<file path="src/rtl/branch_predict_table.sv">
// Pattern history table of saturating counters indexed by fetch PC, with a saturating mispredict counter.
// Optional gshare indexing (global history XOR PC bits) is enabled by defining BRANCH_PREDICT_GSHARE_EN.
module branch_predict_table #(
    parameter int unsigned PC_WIDTH   = 32,
    parameter int unsigned INDEX_BITS = 6,
    parameter int unsigned CNT_BITS   = 2,
    parameter int unsigned PC_LSB     = 2,
    parameter int unsigned PERF_BITS  = 16
) (
    input  logic                  clk,
    input  logic                  rst,
    input  logic                  lookup_valid,
    input  logic [PC_WIDTH-1:0]   lookup_pc,
    output logic                  pred_valid,
    output logic                  pred_taken,
    output logic [INDEX_BITS-1:0] pred_idx,
    input  logic                  upd_valid,
    input  logic [INDEX_BITS-1:0] upd_idx,
    input  logic                  upd_taken,
    input  logic                  upd_mispredict,
    input  logic                  perf_clear,
    output logic [PERF_BITS-1:0]  mispredict_cnt
);

    localparam int unsigned ENTRIES = 1 << INDEX_BITS;
    localparam logic [CNT_BITS:0]   CNT_MAX = {1'b0, {CNT_BITS{1'b1}}};
    localparam logic [CNT_BITS-1:0] CNT_WNT = {1'b0, {(CNT_BITS-1){1'b1}}};

    logic [CNT_BITS-1:0]   table_q [ENTRIES];
    logic                  pred_valid_q, pred_valid_d;
    logic                  pred_taken_q, pred_taken_d;
    logic [INDEX_BITS-1:0] pred_idx_q, pred_idx_d;
    logic [PERF_BITS-1:0]  perf_q, perf_d;

    logic [INDEX_BITS-1:0] lk_idx_c;
    logic [CNT_BITS-1:0]   upd_cnt_c;
    logic [CNT_BITS-1:0]   lk_cnt_c;
    logic                  lookup_pc_unused;

    // Only the index field of the PC is consumed; fold the rest to keep every bit observed.
    assign lookup_pc_unused = ^lookup_pc;

    // One saturating step, computed one bit wider than the counter and clamped.
    function automatic logic [CNT_BITS-1:0] cnt_step(input logic [CNT_BITS-1:0] cnt,
                                                     input logic taken);
        logic [CNT_BITS:0] wide;
        wide = {1'b0, cnt};
        if (taken) begin
            wide = wide + (CNT_BITS+1)'(1);
            if (wide > CNT_MAX) wide = CNT_MAX;
        end else if (wide != '0) begin
            wide = wide - (CNT_BITS+1)'(1);
        end
        return wide[CNT_BITS-1:0];
    endfunction

`ifdef BRANCH_PREDICT_GSHARE_EN
    logic [INDEX_BITS-1:0] ghr_q, ghr_d;

    always_comb begin
        ghr_d = ghr_q;
        if (upd_valid) ghr_d = {ghr_q[INDEX_BITS-2:0], upd_taken};
    end

    // Lookup sees the pre-shift history even when an update lands in the same cycle.
    assign lk_idx_c = lookup_pc[PC_LSB +: INDEX_BITS] ^ ghr_q;

    always_ff @(posedge clk or negedge rst) begin
        if (!rst) ghr_q <= '0;
        else      ghr_q <= ghr_d;
    end
`else
    assign lk_idx_c = lookup_pc[PC_LSB +: INDEX_BITS];
`endif

    assign upd_cnt_c = cnt_step(table_q[upd_idx], upd_taken);

    // Write-first bypass: a same-index update is visible to the concurrent lookup.
    assign lk_cnt_c = (upd_valid && (upd_idx == lk_idx_c)) ? upd_cnt_c : table_q[lk_idx_c];

    always_comb begin
        pred_valid_d = lookup_valid;
        pred_taken_d = 1'b0;
        pred_idx_d   = pred_idx_q;
        if (lookup_valid) begin
            pred_taken_d = lk_cnt_c[CNT_BITS-1];
            pred_idx_d   = lk_idx_c;
        end
    end

    always_comb begin
        perf_d = perf_q;
        if (perf_clear) begin
            perf_d = '0;
        end else if (upd_valid && upd_mispredict && (perf_q != '1)) begin
            perf_d = perf_q + PERF_BITS'(1);
        end
    end

    always_ff @(posedge clk or negedge rst) begin
        if (!rst) begin
            table_q <= '{default: CNT_WNT};
        end else if (upd_valid) begin
            table_q[upd_idx] <= upd_cnt_c;
        end
    end

    always_ff @(posedge clk or negedge rst) begin
        if (!rst) begin
            pred_valid_q <= 1'b0;
            pred_taken_q <= 1'b0;
            pred_idx_q   <= '0;
            perf_q       <= '0;
        end else begin
            pred_valid_q <= pred_valid_d;
            pred_taken_q <= pred_taken_d;
            pred_idx_q   <= pred_idx_d;
            perf_q       <= perf_d;
        end
    end

    assign pred_valid     = pred_valid_q;
    assign pred_taken     = pred_taken_q;
    assign pred_idx       = pred_idx_q;
    assign mispredict_cnt = perf_q;

endmodule

</file>
<file path="config.mk">
export PLATFORM = sky130hd
export DESIGN_NAME = branch_predict_table
export DESIGN_NICKNAME = d
export VERILOG_FILES = /design/src/rtl/branch_predict_table.sv
export SDC_FILE = /design/constraint.sdc
export NUM_CORES = 1
export LEC_CHECK = 0
export ABC_CLOCK_PERIOD_IN_PS = 2200
export BUFFER_PORTS_ARGS = -buffer_cell sky130_fd_sc_hd__buf_4
export CELL_PAD_IN_SITES_DETAIL_PLACEMENT = 0
export CELL_PAD_IN_SITES_GLOBAL_PLACEMENT = 1
export CORE_ASPECT_RATIO = 1.2
export CORE_MARGIN = 2
export CORE_UTILIZATION = 45
export CTS_BUF_LIST = sky130_fd_sc_hd__clkbuf_2
export DETAILED_ROUTE_END_ITERATION = 10
export PLACE_DENSITY = 0.88
export SKIP_CTS_REPAIR_TIMING = 1
export SLEW_MARGIN = 30
export SYNTH_ARGS = -nofsm -noshare
export SYNTH_HDL_FRONTEND = slang
export SYNTH_SLANG_ARGS = --single-unit
</file>
<file path="constraint.sdc">
create_clock -name clk -period 2.2 [get_ports clk]
set_input_delay 0.11 -clock clk [delete_from_list [all_inputs] [get_ports clk]]
set_output_delay 0.11 -clock clk [all_outputs]
set_load 0.01 [all_outputs]
</file>
# Word level (Yosys, flattened, before mapping)

Index checks and enable logic that the tools add are counted.

Bits of input ports: 45
Output and inout port bits: 24
Word-level logic and storage cells: 101
Register bits: 152

Equality and inequality tests: 2
$lt $le $gt $ge: 4
Reductions and logical operators: 6
Bitwise gates (word level): 2
Add/subtract/negate cells: 3
Multiplexer cells: 16

Operator list:

| operator                                                                         | count |
|---|---|
| 128-bit bitwise mux                                                              | 1 |
| 16-bit two-way mux                                                               | 2 |
| 2-bit binary-select mux with 6-bit select                                        | 2 |
| 2-bit two-way mux                                                                | 9 |
| 16-bit by 1-bit adder with 16-bit output (second input constant)                 | 1 |
| 16-bit inequality test (second input constant)                                   | 1 |
| 7-bit greater-or-equal comparator (second input constant)                        | 2 |
| 6-bit NOT with 7-bit output                                                      | 2 |
| 2-bit demux with 6-bit select                                                    | 1 |
| 7-bit by 1-bit less-than comparator with 1-bit output (second input constant)    | 1 |
| 6-bit == test                                                                    | 1 |
| 1-bit logical AND                                                                | 4 |
| 2-bit nonzero test                                                               | 2 |
| 2-bit by 1-bit adder with 3-bit output (second input constant)                   | 1 |
| 3-bit by 2-bit greater-than comparator with 1-bit output (second input constant) | 1 |
| 2-bit by 1-bit subtractor with 2-bit output (second input constant)              | 1 |
| 1-bit two-way mux                                                                | 1 |

# Depth between registers and ports, before layout

Gate-level depths: netlist of the first run.

Depth after elaboration: 10
Mapped depth: 12
Gate-level depth less buffers: 8

# Worst setup path after synthesis of the first run

OpenSTA, ideal clock, no wires.

Path kind: input -> register
From: in lookup_pc[2]
To: reg pred_taken_q (netlist: pred_taken)
Buffers on the path: 2
Data required time: 2,064 ps
Stages: 8
Data arrival time: 2,210 ps
Slack: -146 ps
Setup time: 136 ps
Cell sequence: clkbuf_1 > buf_2 > mux4_2 > mux4_2 > mux2i_1 > a21oi_1 > o21ai_0 > a21oi_1

Cells in the longest elaborated chain, start to end: 6
Elaborated cells on any way between the ends: 8
Those cells by class: eq/ne (1); mux (5); bitwise (1); reduce/logical (1)

RTL lines:

| item                                                 | RTL line | RTL |
|---|---|---|
| start, declared                                      | 13       | `input logic [PC_WIDTH-1:0] lookup_pc,` |
| 6-bit NOT with 7-bit output (implied by the code)    | 79       | `assign lk_cnt_c = (upd_valid && (upd_idx == lk_idx_c)) ? upd_cnt_c : table_q[lk_idx_c];` |
| 2-bit binary-select mux with 6-bit select            | 79       |  |
| 2-bit two-way mux (implied by the code) (2 in a row) | 79       |  |
| 2-bit two-way mux *                                  | 79       |  |
| 1-bit two-way mux *                                  | 85       | `if (lookup_valid) begin` |
| named net pred_taken_d                               | 31       | `logic pred_taken_q, pred_taken_d;` |
| end signal, assigned                                 | 116      | `pred_taken_q <= pred_taken_d;` |
| end, declared                                        | 31       |  |

The timed path passes the listed nets; every way through them passes the cells marked *. The select of a mux whose other input is x is not followed.
A chain may end at the register's enable or synchronous reset.

# Worst setup path after layout of the first run

From: reg table_q[75] in the netlist's numbering
To: reg table_q[3] in the netlist's numbering

Cells in the longest elaborated chain, start to end: 8
Elaborated cells on any way between the ends: 11
Those cells by class: add/sub (2); order compare (1); mux (7); reduce/logical (1)

RTL lines:

| item                                                     | RTL line | RTL |
|---|---|---|
| start, declared                                          | 29       | `logic [CNT_BITS-1:0] table_q [ENTRIES];` |
| start signal, assigned by index                          | 104      | `table_q[upd_idx] <= upd_cnt_c;` |
| 2-bit binary-select mux with 6-bit select *              | 76       | `assign upd_cnt_c = cnt_step(table_q[upd_idx], upd_taken);` |
| 2-bit two-way mux (implied by the code) * (2 in a row)   | 76       |  |
| 2-bit by 1-bit adder with 3-bit output                   | 49       | `wide = wide + (CNT_BITS+1)'(1);` |
| 3-bit by 2-bit greater-than comparator with 1-bit output | 50       | `if (wide > CNT_MAX) wide = CNT_MAX;` |
| 2-bit two-way mux                                        | 50       |  |
| 2-bit two-way mux *                                      | 48       | `if (taken) begin` |
| 128-bit bitwise mux *                                    | 104      |  |

Mark *: on every way between the ends. The rest lies on a longest branch, timed or not. The select of a mux whose other input is x is not followed.

==> out/results.txt, run 1 <==
commonest cells in the netlist - 90 x nor2_1, 88 x dfrtp_1, 74 x nand2_1, 64 x dfstp_2, 48 x a21oi_1
Startpoint Class - flop
Routed WL per cell - 21.6 um
slowest cell delay on critical path - 0.53 ns
met2 GRT Util - 40.5%
CTS max path bufs - 2
I/O pins - 69
Crit. End Element - flop
Synth Cell Area - 8190 sq um
Clk Latency, worst-skew pair - 0.76 ns
CTS root buf - clkbuf_2
Worst-Margin Slew - 0.582 ns
P_leak - 4.45 nW
Layout Skew - 0.0255 ns
Reg clk slew, reported paths - 0.21 ns
vias in the first global route - 6615
Seq/Total Area, Yosys - 47.4%
Fin. Hold Viols - 0
grt peak-use layer - met2
Max-slew headroom - 60.9%
cell type with the largest total area after synthesis - dfrtp_1
period utilization - 114%
Placed Instances - 1075
gr usage total - 24.6%
Final Setup Violations - 129
FF-to-FF setup slack - -0.31 ns
CP max stage cell - mux4_1
RSZ-0062 raised after global routing - true
final non-filler cell total - 1133
1st-iter DRT viols - 688
Async SR Flop Fraction - 100%
Post-synth EDFFs - 0
IO buf count - 42
Crit Path Class - flop to flop
Mean Syn Cell Area - 11.3 sq um
Die X-Extent - 127 um
Nets - 941
fill count - 1514
Final WS setup - -0.306 ns
crit-path cells - mux4_1, o21ai_1, o211a_1, and3_1, maj3_2, buf_12, clkbuf_16, a21oi_1
maximum fanout along the worst path - 8
Gate Count Post-Synth - 728
maximum clock rate - 399 MHz
CP arrival - 3.15 ns
Hold Path Sink - pred_valid
hold path depth - 2
RR Endpoint - table_q[3]
CTS Sinks - 152
Data required, critical path - 2.84 ns
top cell type's share of synthesized area - 26.9%
hold_ws - 0.0774 ns
Max-Cap Viols - 0
# rows - 54
drt pass-1 iters - 7
WP buf/inv - 2
post-DR vias/cell - 5.88
area delta synth->final - 25.0%
FF+latch count, synth - 152
initial antenna violation count - 1
failing checks - setup timing
hold_sp - lookup_valid
ys flop type - dfrtp_1
post-layout util - 56.7%
register area - 3880 sq um
CTS tree - done
post-route ant nets - 0
status - finished with violations
Die Y - 152 um
DRT Wirelength - 24500 um
GR Layer Usage met3 - 5.21%
HP Class - primary input to flop
initial core utilization - 45.4%
peak supply drop - 0.308 mV
global-route wire length before repair - 36500 um
core area - 18000 sq um
Netlist cell types - 63
count leader, synth - nor2_1
Reg-to-Reg Start - table_q[75]
Syn. warnings - 0
met1 usage - 30.4%
total gr overflow - 0
dpl hpwl - 16700 um
pin count of the biggest net entering global routing - 60
gpl congestion - 0.920
R2R depth - 8
via count - 6658
DR DRC count - 0
syn_nets - 774
CTS Buf Count - 17
area of the die - 19300 sq um
layout cell share with drive strength beyond 1 - 43.3%
footprint of the multi-input gates - 4030 sq um
CP delay by family, top - compound AO/OA/AOI/OAI gates
PwrDens - 693 nW/um^2
Final Slew Violations - 0
Clock H-tree levels - 4
main area contributors after synthesis - dfrtp_1 27%, dfstp_2 21%, mux4_2 7.4%
Tmin final - 2.51 ns
==> cell usage in the layout, fill, tap and decap left out, drive strengths merged, types with 4 or more instances in the layout <==
cell type and count:
clkinv 6, xor2 10, inv 8, nand4 6
dfstp 64, a22oi 12, a21oi 48, xnor2 5
a31oi 4, and3 8, mux4 29, o21ai 39
nor2 90, mux2 75, or3 9, buf 176
clkbuf 24, dfrtp 88, dlygate4sd3 18, nand3 17
or3b 4, mux2i 27, nor2b 6, nand2 74
nand3b 7
==> cells by family (layout without fill, tap and decap cells) <==
group / after synthesis / after routing / share of synthesized area (%)
flops: 152 / 152 / 47.4
other cells: 0 / 1 / 0
mux: 131 / 131 / 23.0
buf+inv: 57 / 237 / 4.23
xor+xnor: 15 / 15 / 1.60
fa+ha+maj: 3 / 3 / 0.458
compound gates: 130 / 130 / 9.65
simple gates: 240 / 240 / 13.6
==> where the power goes <==
| group | internal [mW] | total [mW] | switching [mW] |
|---|---|---|---|
| sequential | 3.32 | 3.61 | 0.287 |
| clock | 0.633 | 1.63 | 0.997 |
| combinational | 1.02 | 1.86 | 0.845 |
==> worst max-delay path by stage <==
stage / cells after the start / end / slack (ns) / startpoint
floorplan: 8 / table_q[102] / 0.0006 / table_q[25]
global placement: 10 / table_q[78] / -0.37 / upd_idx[0]
detailed placement: 12 / table_q[43] / -0.37 / upd_idx[0]
CTS: 7 / table_q[126] / -0.29 / table_q[77]
global route: 9 / table_q[55] / -0.39 / table_q[29]
finish: 8 / table_q[3] / -0.31 / table_q[75]
==> metrics by stage <==
stage | worst slack (ns) | setup TNS, ns | instance area [sq um] | power, mW
after floorplan | 0.000590 | 0 | 8220 | 4.58
after detailed placement | -0.368 | -43.71 | 9610 | 5.32
final | -0.306 | -32.55 | 10200 | 7.10
after global placement | -0.370 | -42.10 | 9610 | 5.25
after CTS | -0.293 | -25.43 | 9850 | 6.95
after global routing | -0.390 | -43.30 | 10200 | 7.40
==> per-layer routing <==
layer / part of all wire [%] / vias to the layer above
met4: 5.3 / 0
met3: 6.4 / 106
li1: - / 2968
met1: 39 / 3254
met2: 49 / 330
met5: 0 / -
==> layout make-up <==
class                   count  share of cell area [%]
multi-input cells         519                    39.4
flip-flops and latches    152                    37.9
repair buffers            197                    17.3
well taps                 224                    2.74
clock inverters            11                    1.27
clock buffers              21                    1.03
inverters                   8                   0.293
diodes                      1                  0.0244
==> flip-flops by register name, summed over array words and instances (netlist names) <==
name,flops
mispredict_cnt,16
pred_idx,6
pred_taken,1
pred_valid,1
table_q,128
Power figures use the tool's default switching activity.
==> run 2, diff against run 1 <==
==> constraint.sdc (replaced) <==
create_clock -name clk -period 2.2 [get_ports clk]
set_input_delay 0.11 -clock clk [delete_from_list [all_inputs] [get_ports clk]]
set_output_delay 0.11 -clock clk [all_outputs]
set_load 0.1 [all_outputs]
==> run 2 against run 1 <==
Cell area is 1.1% higher. Power is 4.6% higher. Clock-buffer cell count is 4 lower. Maximum frequency is 3.5% higher. Routed wire length is 2.3% lower. Sequential power hardly changed. Global-route usage is 0.86 points lower. First-iteration DRC count is 14% lower. Non-clock buffer count is 11 lower. Register-to-register slack better by 0.08 ns. The flow still finishes with violations (setup timing). Via count is 0.15% lower. Die area stayed put.
==> out/results.txt, run 2 (synthesis gave the netlist of run 1 again) <==
status - finished with violations (unchanged)
failing checks - setup timing (unchanged)
FF-to-FF setup slack - -0.22 ns (was -0.31 ns)
via count - 6648 (was 6658)
Startpoint Class - flop (unchanged)
IO buf count - 42 (unchanged)
CTS max path bufs - 2 (unchanged)
period utilization - 110% (was 114%)
CP arrival - 3.10 ns (was 3.15 ns)
# rows - 54 (unchanged)
pin count of the biggest net entering global routing - 61 (was 60)
clock share of power - 24.4% (was 23.0%)
max reg flops - 128 (unchanged)
maximum fanout along the worst path - 28 (was 8)
gr usage total - 23.7% (was 24.6%)
CTS root buf - clkbuf_2 (unchanged)
RR Endpoint - table_q[16] (was table_q[3])
HP Class - primary input to flop (unchanged)
Layout Skew - 0.0416 ns (was 0.0255 ns)
Switching Fraction - 31.5% (was 30.0%)
Reg clk slew, reported paths - 0.22 ns (was 0.21 ns)
commonest non-fill, non-tap cell in the layout - buf_4 (unchanged)
layout cell share with drive strength beyond 1 - 48.5% (was 43.3%)
DR DRC count - 0 (unchanged)
Placed Instances - 1065 (was 1075)
Reg-to-Reg Start - table_q[77] (was table_q[75])
Die X-Extent - 127 um (unchanged)
Final WS setup - -0.221 ns (was -0.306 ns)
Crit Path Class - flop to flop (unchanged)
Hold Path Sink - table_q[15] (was pred_valid)
post-layout util - 57.4% (was 56.7%)
Top reg by flops - table_q (unchanged)
drt pass-1 iters - 6 (was 7)
Max-slew headroom - 52.2% (was 60.9%)
area of the die - 19300 sq um (unchanged)
setup TNS - -22.10 ns (was -32.55 ns)
core area - 18000 sq um (unchanged)
internal power - 5.09 mW (was 4.97 mW)
initial core utilization - 45.4% (unchanged)
DRT Wirelength - 23900 um (was 24500 um)
dpl hpwl - 16300 um (was 16700 um)
Data required, critical path - 2.87 ns (was 2.84 ns)
overall power - 7.43 mW (was 7.10 mW)
gpl congestion - 0.911 (was 0.920)
post-DR vias/cell - 5.92 (was 5.88)
CTS tree - done (unchanged)
Net Sw Power - 2.34 mW (was 2.13 mW)
pre-CTS WS - -0.502 ns (was -0.368 ns)
Final Slew Violations - 0 (unchanged)
initial antenna violation count - 1 (unchanged)
final non-filler cell total - 1123 (was 1133)
Clock H-tree levels - 4 (unchanged)
hold path depth - 5 (was 2)
Comb pwr share - 27.0% (was 26.2%)
hold_sp - upd_idx[1] (was lookup_valid)
Worst-Margin Slew - 0.715 ns (was 0.582 ns)
Clk Latency, worst-skew pair - 0.75 ns (was 0.76 ns)
most frequent cells in the layout - 155 x buf_4, 90 x nor2_1, 74 x nand2_1 (was 159 x buf_4, 90 x nor2_1, 88 x dfrtp_1)
Die Y - 152 um (unchanged)
PwrDens - 718 nW/um^2 (was 693 nW/um^2)
I/O pins - 69 (unchanged)
Routed WL per cell - 21.3 um (was 21.6 um)
post-route ant nets - 0 (unchanged)
Nets - 930 (was 941)
global-route wire length before repair - 35100 um (was 36500 um)
Final Setup Violations - 129 (unchanged)
R2R depth - 7 (was 8)
CTS Buf Count - 17 (unchanged)
area delta synth->final - 26.3% (was 25.0%)
RSZ-0062 raised after global routing - true (unchanged)
Max-Cap Viols - 0 (unchanged)
sequential power share - 48.6% (was 50.8%)
P_leak - 4.40 nW (was 4.45 nW)
total gr overflow - 0 (unchanged)
maximum clock rate - 413 MHz (was 399 MHz)
peak supply drop - 0.311 mV (was 0.308 mV)
Tmin final - 2.42 ns (was 2.51 ns)
CTS Sinks - 152 (unchanged)
Crit. End Element - flop (unchanged)
1st-iter DRT viols - 589 (was 688)
Fin. Hold Viols - 0 (unchanged)
vias in the first global route - 6373 (was 6615)
[run 2: changes by cell type in the layout (fill, tap and decap cells not counted), moves of 3 or more]
cell,change
buf_12,-5
o21ai_0,-12
dfrtp_1,-15
dfrtp_4,+5
o21ai_1,-3
o21ai_2,+14
a21oi_2,+17
clkbuf_2,-4
inv_6,+3
a21oi_1,-19
clkinv_4,+3
dfrtp_2,+10
buf_4,-4
[run 2: metal layers]
metal	share of wire, %	up-vias	routed length, um	track usage (%)
met3	6.9	84	1660	5.60
met4	4.6	0	1110	11.0
met2	49	308	11800	39.5
met1	39	3303	9360	29.3
li1	-	2953	-	-
met5	0	-	0	0
[run 2: cell type report]
class,instances,area [sq um]
diodes,2,5.00
clock buffers,17,85.1
clock inverters,15,199
fillers,1520,7690
inverters,8,30.0
multi-input cells,519,4220
flip-flops and latches,152,3920
well taps,224,280
repair buffers,186,1620
[run 2: worst max-delay path by stage]
stage	startpoint	end	slack (ns)	cells past startpoint
global route	table_q[96]	table_q[13]	-0.28	8
floorplan	mispredict_cnt[0]	mispredict_cnt[14]	-0.06	7
detailed placement	upd_idx[0]	table_q[7]	-0.50	9
finish	table_q[77]	table_q[16]	-0.22	7
global placement	upd_idx[0]	table_q[27]	-0.40	9
CTS	table_q[77]	table_q[18]	-0.29	7
[run 2: power groups by stage]
stage | sequential, mW | combinational (mW) | clock (mW)
finish | 3.61 | 2.01 | 1.81
global route | 3.64 | 2.13 | 1.95
CTS | 3.59 | 1.77 | 1.86
detailed placement | 3.64 | 1.77 | 0
global placement | 3.62 | 1.72 | 0
floorplan | 3.65 | 1.04 | 0
[run 2: stage by stage]
stage	area (sq um)	hold WS, ns
floorplan	8280	-0.186
global placement	9550	0.116
detailed placement	9550	0.117
CTS	9840	-0.738
global route	10300	0.0153
finish	10300	0.0717
[run 2: worst max-delay path, cell delays in order, from the launching register on]
cell	delay, ns
dfrtp_1	0.45
mux4_1	0.54
o21ai_1	0.21
o211a_1	0.23
nand3_1	0.10
maj3_4	0.38
buf_12	0.18
mux2_2	0.27
==> run 3, diff against run 2 <==
--- a/config.mk
+++ b/config.mk
@@ -5,13 +5,14 @@
 export SDC_FILE = /design/constraint.sdc
 export NUM_CORES = 1
 export LEC_CHECK = 0
+export ABC_AREA = 1
 export ABC_CLOCK_PERIOD_IN_PS = 2200
 export BUFFER_PORTS_ARGS = -buffer_cell sky130_fd_sc_hd__buf_4
 export CELL_PAD_IN_SITES_DETAIL_PLACEMENT = 0
 export CELL_PAD_IN_SITES_GLOBAL_PLACEMENT = 1
 export CORE_ASPECT_RATIO = 1.2
 export CORE_MARGIN = 2
-export CORE_UTILIZATION = 45
+export CORE_UTILIZATION = 40
 export CTS_BUF_LIST = sky130_fd_sc_hd__clkbuf_2
 export DETAILED_ROUTE_END_ITERATION = 10
 export PLACE_DENSITY = 0.88
==> run 3 against run 2 <==
The run now ends clean. Clock skew is 0.0046 ns higher. Non-clock buffer count fell by 76. Sequential share of layout area is 0.18 points higher. Cell area is 1.0% lower. Routed wire length up 10%. Critical endpoint is now mispredict_cnt[3]. Largest power group unchanged.
==> out/results.txt, run 3 <==
layout cell share with drive strength beyond 1 - 13.8% (was 48.5%)
post-route ant nets - 0 (unchanged)
ys flop type - dfrtp_1 (unchanged)
CP arrival - 2.82 ns (was 3.10 ns)
gpl congestion - 0.873 (was 0.911)
initial antenna violation count - 1 (unchanged)
Final Slew Violations - 0 (unchanged)
final non-filler cell total - 1728 (was 1123)
Crit. End Element - flop (unchanged)
maximum clock rate - 476 MHz (was 413 MHz)
hold_ws - 0.0426 ns (was 0.0717 ns)
Max-slew headroom - 62.9% (was 52.2%)
Tmin final - 2.10 ns (was 2.42 ns)
Async SR Flop Fraction - 100% (unchanged)
Mean Syn Cell Area - 6.50 sq um (was 11.3 sq um)
Nets - 1485 (was 930)
cell type with the largest total area after synthesis - nand2_1 (was dfrtp_1)
peak supply drop - 0.374 mV (was 0.311 mV)
main area contributors after synthesis - nand2_1 28%, dfrtp_1 25%, dfstp_2 19% (was dfrtp_1 27%, dfstp_2 21%, mux4_2 7.4%)
post-DR vias/cell - 4.92 (was 5.92)
HP Class - primary input to flop (unchanged)
CTS Buf Count - 17 (unchanged)
Reg-to-Reg Start - mispredict_cnt[0] (was table_q[77])
Routed WL per cell - 15.3 um (was 21.3 um)
area of the die - 23300 sq um (was 19300 sq um)
count leader, synth - nand2_1 (was nor2_1)
max reg flops - 128 (unchanged)
Layout Skew - 0.0462 ns (was 0.0416 ns)
Clock H-tree levels - 4 (unchanged)
area delta synth->final - 16.0% (was 26.3%)
Max-Cap Viols - 0 (unchanged)
CTS root buf - clkbuf_2 (unchanged)
via count - 8504 (was 6648)
Data required, critical path - 2.92 ns (was 2.87 ns)
RSZ-0062 raised after global routing - true (unchanged)
Worst-Margin Slew - 0.556 ns (was 0.715 ns)
Gate Count Post-Synth - 1359 (was 728)
Netlist cell types - 28 (was 63)
most frequent cells in the layout - 668 x nand2_1, 169 x inv_1, 96 x nor2_1 (was 155 x buf_4, 90 x nor2_1, 74 x nand2_1)
maximum fanout along the worst path - 3 (was 28)
Top reg by flops - table_q (unchanged)
met2 wire length - 12200 um (was 11800 um)
dpl hpwl - 17300 um (was 16300 um)
Synth Cell Area - 8830 sq um (was 8190 sq um)
hold_sp - upd_idx[0] (was upd_idx[1])
# rows - 59 (was 54)
initial core utilization - 40.7% (was 45.4%)
commonest cells in the netlist - 669 x nand2_1, 169 x inv_1, 98 x nor2_1, 88 x dfrtp_1, 65 x nand3_1 (was 90 x nor2_1, 88 x dfrtp_1, 74 x nand2_1, 64 x dfstp_2, 48 x a21oi_1)
Met3 Routed Length - 1490 um (was 1660 um)
wire length on met1 - 12000 um (was 9360 um)
CP max stage cell - dlygate4sd3_1 (was mux4_1)
Reg clk slew, reported paths - 0.23 ns (was 0.22 ns)
Die X-Extent - 140 um (was 127 um)
I/O pins - 69 (unchanged)
CTS tree - done (unchanged)
CTS max path bufs - 2 (unchanged)
total gr overflow - 0 (unchanged)
commonest non-fill, non-tap cell in the layout - nand2_1 (was buf_4)
slowest cell delay on critical path - 0.57 ns (was 0.54 ns)
Setup crit start - mispredict_cnt[0] (was table_q[77])
CP delay by family, top - buffers and inverters (was multiplexers)
vias in the first global route - 7832 (was 6373)
core area - 21700 sq um (was 18000 sq um)
top layer used by detailed routing - met4 (unchanged)
DRT Wirelength - 26400 um (was 23900 um)
gr usage total - 22.7% (was 23.7%)
drt pass-1 iters - 6 (unchanged)
Startpoint Class - flop (unchanged)
period utilization - 95.4% (was 110%)
Post-synth EDFFs - 0 (unchanged)
Seq/Total Area, Yosys - 44.0% (was 47.4%)
CTS Sinks - 152 (unchanged)
Crit Path Class - flop to flop (unchanged)
Final Setup Violations - 0 (was 129)
syn_nets - 1405 (was 774)
pin count of the biggest net entering global routing - 60 (was 61)
Fin. Hold Viols - 0 (unchanged)
P_leak - 5.04 nW (was 4.40 nW)
global-route wire length before repair - 41500 um (was 35100 um)
IO buf count - 42 (unchanged)
Die Y - 167 um (was 152 um)
Placed Instances - 1667 (was 1065)
1st-iter DRT viols - 614 (was 589)
Clk Latency, worst-skew pair - 0.78 ns (was 0.75 ns)
top cell type's share of synthesized area - 28.4% (was 26.9%)
crit-path cells - ha_1, nand3_1, nor2_1, inv_1, nor2_1, nand3_1, nand4_1, dlygate4sd3_1, o21ai_0, a21oi_1 (was mux4_1, o21ai_1, o211a_1, nand3_1, maj3_4, buf_12, mux2_2)
DR DRC count - 0 (unchanged)
WP buf/inv - 2 (was 1)
Syn. warnings - 0 (unchanged)
PwrDens - 645 nW/um^2 (was 718 nW/um^2)
FF+latch count, synth - 152 (unchanged)
status - completed (was finished with violations)
run 3: cell count changes after synthesis, sizes merged, moves of 29 or more:
cell	change
inv	+163
a21oi	-29
nand2	+596
nand3	+48
mux4	-29
mux2	-75
o21ai	+46
run 3: cell families after synthesis:
| group | after synthesis | synth area share, % |
|---|---|---|
| compound gates | 114 | 6.70 |
| xor+xnor | 2 | 0.198 |
| fa+ha+maj | 1 | 0.142 |
| buf+inv | 223 | 10.4 |
| flops | 152 | 44.0 |
| simple gates | 867 | 38.6 |
run 3: per-stage QoR:
stage               instance area (sq um)  util, %  total power [mW]  worst slack (ns)  TNS (ns)
finish                              10200     47.2              6.61             0.101         0
global route                        10200     47.2              6.97           -0.0846    -0.332
CTS                                  9950     45.8              6.64             0.138         0
detailed placement                   9660     44.5              4.74             0.187         0
global placement                     9660     44.5              4.72             0.207         0
floorplan                            8840        -              4.26           0.00123         0
run 3: area by class of cell:
cell class	count	area (sq um)
well taps	274	343
diodes	2	5.00
inverters	174	653
fillers	2242	11500
repair buffers	110	1030
flip-flops and latches	152	3890
clock buffers	19	95.1
multi-input cells	984	4030
clock inverters	13	194
run 3: final timing paths:
| kind | end | slack (ns) | cells past startpoint |
|---|---|---|---|
| max | mispredict_cnt[3] | 0.10 | 10 |
| min | table_q[14] | 0.04 | 7 |
| max reg2reg | mispredict_cnt[3] | 0.10 | 10 |
| min reg2reg | table_q[40] | 0.48 | 2 |
| max in group asynchronous | table_q[78] | 1.25 | 4 |
| min in group asynchronous | table_q[120] | 0.49 | 3 |
run 3: where the power goes:
part	leakage [nW]	switching, mW	internal, mW	total (mW)
Combinational	3.01	0.935	0.459	1.39
Clock	0.164	1.09	0.774	1.87
Sequential	1.86	0.154	3.19	3.35
Total	5.04	2.18	4.43	6.61
run 3: metal layers:
layer | up-vias | GRT usage (%)
met5 | - | 0
met4 | 0 | 6.43
met3 | 41 | 4.00
met2 | 231 | 36.8
met1 | 3960 | 31.3
li1 | 4272 | -
run 3: worst reg2reg max path, stage by stage (launching register included):
cell and delay, ns:
dfrtp_4 0.47, ha_1 0.18, nand3_1 0.11, nor2_1 0.10, inv_1 0.07, nor2_1 0.15, nand3_1 0.12, nand4_1 0.08
dlygate4sd3_1 0.57, o21ai_0 0.08, a21oi_1 0.14
